[config.mk]
export PLATFORM = sky130hd
export DESIGN_NAME = instr_sequencer
export DESIGN_NICKNAME = d
export VERILOG_FILES = /design/src/rtl/instr_sequencer.sv
export SDC_FILE = /design/constraint.sdc
export NUM_CORES = 1
export LEC_CHECK = 0
export CAP_MARGIN = 20
export CORE_MARGIN = 2
export CORE_UTILIZATION = 46
export CTS_BUF_LIST = sky130_fd_sc_hd__clkbuf_2
export DETAILED_ROUTE_END_ITERATION = 10
export PLACE_DENSITY = 0.76
export SETUP_SLACK_MARGIN = 0.1
export SYNTH_ARGS = -nofsm -noshare
export SYNTH_HDL_FRONTEND = slang
export SYNTH_SLANG_ARGS = --single-unit
[constraint.sdc]
create_clock -name clk -period 2.1 [get_ports clk]
set_input_delay 0.315 -clock clk [delete_from_list [all_inputs] [get_ports clk]]
set_output_delay 0.315 -clock clk [all_outputs]
set_load 0.03 [all_outputs]
[src/rtl/instr_sequencer.sv]
// instr_sequencer
// Multi-cycle fetch/execute sequencer in front of the combinational
// instruction decoder. It owns the program counter and latches one 10-bit
// iiiidddddd word per step from the asynchronous-read ROM. It also handles
// the control-flow and handshake opcodes:
// JMP, OUT, LOAD, STORE, RST and HALT.
//
// Ports
//   clk, rst_n     rising-edge clock, asynchronous active-low reset
//   run            start request, only looked at while idle
//   imem_addr      ROM address (always equal to pc)
//   imem_rdata     ROM word, combinational from imem_addr
//   instr          latched instruction, stable from EXEC through the wait states
//   exec_en        one-cycle commit strobe, gates register-file writes
//   mem_req/mem_we data-memory request (we=1 for STORE), held until mem_ready
//   mem_ready      data-memory accept/complete
//   out_valid      output-port data valid while an OUT waits
//   out_ready      output-port accept
//   regfile_clear  one-cycle pulse clearing the register file (RST opcode)
//   pc             current program counter
//   halted         sticky, set by HALT or by a memory timeout abort
//   mem_error      sticky, set by a memory timeout abort
//   retired        retired-instruction count, saturating
module instr_sequencer #(
  parameter int PC_WIDTH    = 8,
  parameter int MEM_TIMEOUT = 15
) (
  input  logic                clk,
  input  logic                rst_n,
  input  logic                run,
  output logic [PC_WIDTH-1:0] imem_addr,
  input  logic [9:0]          imem_rdata,
  output logic [9:0]          instr,
  output logic                exec_en,
  output logic                mem_req,
  output logic                mem_we,
  input  logic                mem_ready,
  output logic                out_valid,
  input  logic                out_ready,
  output logic                regfile_clear,
  output logic [PC_WIDTH-1:0] pc,
  output logic                halted,
  output logic                mem_error,
  output logic [15:0]         retired
);

  typedef enum logic [2:0] {
    S_IDLE,
    S_FETCH,
    S_EXEC,
    S_MEM_WAIT,
    S_OUT_WAIT,
    S_HALT
  } state_t;

  localparam logic [3:0] OP_JMP   = 4'b1001;
  localparam logic [3:0] OP_OUT   = 4'b1010;
  localparam logic [3:0] OP_LOAD  = 4'b1011;
  localparam logic [3:0] OP_STORE = 4'b1100;
  localparam logic [3:0] OP_RST   = 4'b0111;
  localparam logic [3:0] OP_HALT  = 4'b1111;

  // The counter holds the number of MEM_WAIT cycles already spent without
  // mem_ready. The cycle in which it would reach MEM_TIMEOUT is the last one
  // allowed, so mem_req stays up for at most MEM_TIMEOUT cycles.
  localparam logic [7:0] TMO_LAST = 8'(MEM_TIMEOUT - 1);

  state_t              state, state_next;
  logic [PC_WIDTH-1:0] pc_next;
  logic [9:0]          instr_next;
  logic [7:0]          tmo_cnt, tmo_cnt_next;
  logic                halted_next, mem_error_next;
  logic [3:0]          opcode;

  assign opcode    = instr[9:6];
  assign imem_addr = pc;

  always_ff @(posedge clk or negedge rst_n) begin
    if (!rst_n) begin
      state     <= S_IDLE;
      pc        <= '0;
      instr     <= '0;
      tmo_cnt   <= '0;
      halted    <= 1'b0;
      mem_error <= 1'b0;
    end else begin
      state     <= state_next;
      pc        <= pc_next;
      instr     <= instr_next;
      tmo_cnt   <= tmo_cnt_next;
      halted    <= halted_next;
      mem_error <= mem_error_next;
    end
  end

  always_ff @(posedge clk or negedge rst_n) begin
    if (!rst_n) begin
      retired <= '0;
    end else if (exec_en && retired != 16'hFFFF) begin
      retired <= retired + 16'd1;
    end
  end

  always_comb begin
    state_next     = state;
    pc_next        = pc;
    instr_next     = instr;
    tmo_cnt_next   = tmo_cnt;
    halted_next    = halted;
    mem_error_next = mem_error;
    exec_en        = 1'b0;
    mem_req        = 1'b0;
    mem_we         = 1'b0;
    out_valid      = 1'b0;
    regfile_clear  = 1'b0;

    case (state)
      S_IDLE: begin
        if (run) state_next = S_FETCH;
      end

      S_FETCH: begin
        instr_next = imem_rdata;
        state_next = S_EXEC;
      end

      S_EXEC: begin
        case (opcode)
          OP_JMP: begin
            exec_en    = 1'b1;
            pc_next    = PC_WIDTH'(instr[5:0]);
            state_next = S_FETCH;
          end
          OP_RST: begin
            exec_en       = 1'b1;
            regfile_clear = 1'b1;
            pc_next       = '0;
            state_next    = S_FETCH;
          end
          OP_HALT: begin
            exec_en     = 1'b1;
            halted_next = 1'b1;
            state_next  = S_HALT;
          end
          OP_LOAD, OP_STORE: begin
            tmo_cnt_next = '0;
            state_next   = S_MEM_WAIT;
          end
          OP_OUT: begin
            state_next = S_OUT_WAIT;
          end
          default: begin
            exec_en    = 1'b1;
            pc_next    = pc + PC_WIDTH'(1);
            state_next = S_FETCH;
          end
        endcase
      end

      S_MEM_WAIT: begin
        mem_req = 1'b1;
        mem_we  = (opcode == OP_STORE);
        // Completion is checked before the timeout so a late ready still wins.
        if (mem_ready) begin
          exec_en    = 1'b1;
          pc_next    = pc + PC_WIDTH'(1);
          state_next = S_FETCH;
        end else if (tmo_cnt == TMO_LAST) begin
          mem_error_next = 1'b1;
          halted_next    = 1'b1;
          state_next     = S_HALT;
        end else begin
          tmo_cnt_next = tmo_cnt + 8'd1;
        end
      end

      S_OUT_WAIT: begin
        out_valid = 1'b1;
        if (out_ready) begin
          exec_en    = 1'b1;
          pc_next    = pc + PC_WIDTH'(1);
          state_next = S_FETCH;
        end
      end

      S_HALT: begin
        // Terminal; only reset leaves this state.
      end

      default: begin
        state_next = S_IDLE;
      end
    endcase
  end

endmodule

==> impl_metrics.env, run 1 <==
export IMPL_status="finished clean"
export IMPL_finalCriticalPeriod_ns=2.01
export IMPL_synth_seq_cells=47
export IMPL_r2r_setup_slack_ns=0.22
export IMPL_wl_met2_um=2760
export IMPL_synth_top_area_share=0.470
export IMPL_p_comb_frac=0.584
export IMPL_finalHoldViolCount=0
export IMPL_via_per_inst=5.45
export IMPL_synth_cells_most_frequent="dfrtp_1 (47), nor2_1 (19), nand3_1 (15), xor2_1 (15)"
export IMPL_pwr_share_seq=0.335
export IMPL_grt_max_degree=32
export IMPL_synth_adder_area_share=0.0200
export IMPL_final_util=0.660
export IMPL_yosysWarnings=0
export IMPL_r2r_cells=7
export IMPL_dp_cells=376
export IMPL_clock_skew_ns=0.0116
export IMPL_drv_cap=0
export IMPL_cts_tree="yes"
export IMPL_p_int_mw=2.54
export IMPL_crit_chain="nand4bb_1 > a311o_2 > buf_6"
export IMPL_clk_pin_slew_ns=0.24
export IMPL_htreeDepth=2
export IMPL_critPathMaxStageDelay_ns=0.46
export IMPL_synth_seq_area_share=0.470
export IMPL_die_area_mm2=0.00605
export IMPL_synth_compound_area_frac=0.119
export IMPL_first_pass_iters=4
export IMPL_yosys_top_cells_area="dfrtp_1 (47%), mux2_2 (5.4%), xor2_1 (5.3%)"
export IMPL_leakage_nw=1.73
export IMPL_drtIter0Drc=101
export IMPL_fin_tns_setup_ns=0
export IMPL_drv_slew=0
export IMPL_worst_hold_path_type="input pin to asynchronous set/reset pin"
export IMPL_yosys_area_share_simple=0.201
export IMPL_fin_ws_ns=0.0905
export IMPL_power_share_clock=0.081
export IMPL_synth_edf_count=0
export IMPL_setup_viol_count_final=0
export IMPL_peakVddDrop_mv=0.839
export IMPL_dp_slack_ns=-0.169
export IMPL_fmax_ghz=0.498
export IMPL_relSlewSlack=0.544
export IMPL_start_util=0.484
export IMPL_netlist_top_cell_by_area="dfrtp_1"
export IMPL_critical_path_class="register to primary output"
export IMPL_finalPower_mw=4.67
export IMPL_synth_top_family_by_area="simple AND/OR/NAND/NOR gates"
export IMPL_power_switching_mw=2.13
export IMPL_grt_util_all_layers=0.193
export IMPL_whs_ns=0.418
export IMPL_grt_pass1_vias=1960
export IMPL_wl_met1_um=2620
export IMPL_io_pins=64
export IMPL_wl_met3_um=264
export IMPL_required_ns=1.78
export IMPL_cp_end_kind="primary output"
export IMPL_std_cell_rows=26
export IMPL_dieHeight_um=77.8
export IMPL_route_detailed_drc=0
export IMPL_drive_gt1_frac=0.203
export IMPL_hpwl_um=4050
export IMPL_routed_wl_um=5720
export IMPL_tightest_slew_ns=0.684
export IMPL_clock_sinks=47
export IMPL_p_per_area_mw_per_mm2=1370
export IMPL_grt_overflow=0
export IMPL_syn_nets=260
export IMPL_instances_no_fill=390
export IMPL_vias=2127
export IMPL_muxShareOfSynthArea=0.0540
export IMPL_clk_insertion_delay_late_ns=0.43
export IMPL_synth_area_mm2=0.00250
export IMPL_cts_made_buffers=5
export IMPL_netlist_instances=241
export IMPL_startpoint_type="register"
export IMPL_placed_cell_area_mm2=0.00326
export IMPL_ys_types=50
export IMPL_synthFlopType="dfrtp_1"
export IMPL_synth_xor_area_frac=0.0770
export IMPL_cp_arrival_ns=1.69
export IMPL_crit_fanout=2
export IMPL_rsz0062_at_grt="true"
export IMPL_grt_pass1_wl_um=9420
export IMPL_nets=338
export IMPL_wl_per_cell_um=14.7
export IMPL_async_reset_ff_frac=1.00
export IMPL_period_share=0.957
export IMPL_fp_dieW_um=77.8
export IMPL_synth_most_common_cell="dfrtp_1"
export IMPL_avgSynthCellArea_um2=10.4
export IMPL_syn_to_final_growth_pct=36.5
export IMPL_num_antenna_cells=0
export IMPL_clockRootBuffer="clkbuf_2"
export IMPL_antenna_found_initial=0
export IMPL_core_area_mm2=0.00517
export IMPL_cp_slowest_cell="dfrtp_2"
export IMPL_postRouteAntennaNets=0
export IMPL_swShare=0.456
export IMPL_routed_top_layer="met4"
export IMPL_clockBufferDepth=2
export IMPL_port_buffer_count=63
export IMPL_place_congestion=0.889
export IMPL_final_area_mm2=0.00342
==> cells in the final DEF, fill, tap and decap left out, drive strengths merged, types with 2 or more instances in the layout <==
| master | count |
|---|---|
| o2111ai | 2 |
| nand2 | 12 |
| and4bb | 2 |
| dlygate4sd2 | 5 |
| and4 | 4 |
| inv | 12 |
| xor2 | 15 |
| nor3 | 5 |
| a22o | 2 |
| and3 | 3 |
| xnor2 | 7 |
| or3 | 2 |
| a32oi | 2 |
| mux2 | 12 |
| a22oi | 3 |
| a41oi | 2 |
| clkinvlp | 2 |
| o21ai | 8 |
| dlymetal6s2s | 22 |
| nor2 | 19 |
| a21oi | 7 |
| ha | 4 |
| nor4 | 2 |
| clkdlybuf4s50 | 30 |
| nor2b | 2 |
| o22ai | 5 |
| dfrtp | 47 |
| buf | 29 |
| nand4 | 4 |
| nand3b | 3 |
| nor3b | 4 |
| clkbuf | 5 |
| nand2b | 5 |
| nand3 | 15 |
==> flip-flops by register name, indices dropped and copies added, names as in the netlist <==
| signal | flops |
|---|---|
| halted | 1 |
| imem_addr | 8 |
| instr | 10 |
| tmo_cnt | 8 |
| mem_error | 1 |
| retired | 16 |
| state | 3 |
==> timing repair <==
action,in CTS,in global routing
pin swaps,0,5
hold endpoints to repair,29,0
hold buffers,1,0
setup buffers,3,2
setup endpoints to repair,10,37
resized for setup,35,31
==> power groups by stage <==
stage	clock, mW	combinational, mW	sequential [mW]
6_report	0.379	2.73	1.56
5_1_grt	0.434	2.92	1.61
4_1_cts	0.396	2.69	1.55
3_5_place_dp	0	2.68	1.57
3_3_place_gp	0	2.64	1.56
2_1_floorplan	0	1.35	1.91
==> layer usage <==
metal,up-vias,track usage
met3,7,0.0349
met1,1055,0.255
met4,0,0.0732
met2,53,0.317
met5,-,0
li1,1012,-
==> kinds of logic after synthesis <==
kind of cell / count (synthesis)
adders and majority gates: 4
DFF: 47
xor gates and xnor gates: 22
and+or+nand+nor: 87
buffers and inverters: 28
AOI/OAI and AO/OA: 41
muxes: 12
==> area by class of cell <==
| cell class | instances | area [um2] |
|---|---|---|
| fill | 412 | 1760 |
| multi-input combinational | 166 | 1210 |
| sequential | 47 | 1180 |
| timing repair buffer | 87 | 843 |
| tap | 70 | 87.6 |
| inverter | 12 | 45.0 |
| clock buffer | 5 | 25.0 |
| clock inverter | 3 | 20.0 |
==> worst max-delay path: cells and delay by family (launching register included) <==
family          cells  cell delay (ns)
simple gates        1             0.22
compound gates      1             0.44
buf+inv             1             0.15
flops               1             0.46
==> path summary, 6_finish.rpt <==
check,to,start
min,retired[10]$_DFFE_PN0P_,rst_n
max reg2reg,retired[5]$_DFFE_PN0P_,state[2]$_DFFE_PN0P_
min in group clk,instr[2]$_DFFE_PN0N_,imem_rdata[2]
min reg2reg,mem_error$_DFFE_PN0P_,mem_error$_DFFE_PN0P_
max in group asynchronous,retired[0]$_DFFE_PN0P_,rst_n
max,exec_en,instr[7]$_DFFE_PN0N_
(Power assumes the default switching activity.)
==> run 2, diff against run 1 <==
--- a/config.mk
+++ b/config.mk
@@ -12,6 +12,7 @@
 export DETAILED_ROUTE_END_ITERATION = 10
 export PLACE_DENSITY = 0.76
 export SETUP_SLACK_MARGIN = 0.1
+export SKIP_LAST_GASP = 1
 export SYNTH_ARGS = -nofsm -noshare
 export SYNTH_HDL_FRONTEND = slang
 export SYNTH_SLANG_ARGS = --single-unit
==> results of run 2 <==
No change in the layout: final DEF, timing and power equal those of run 1.
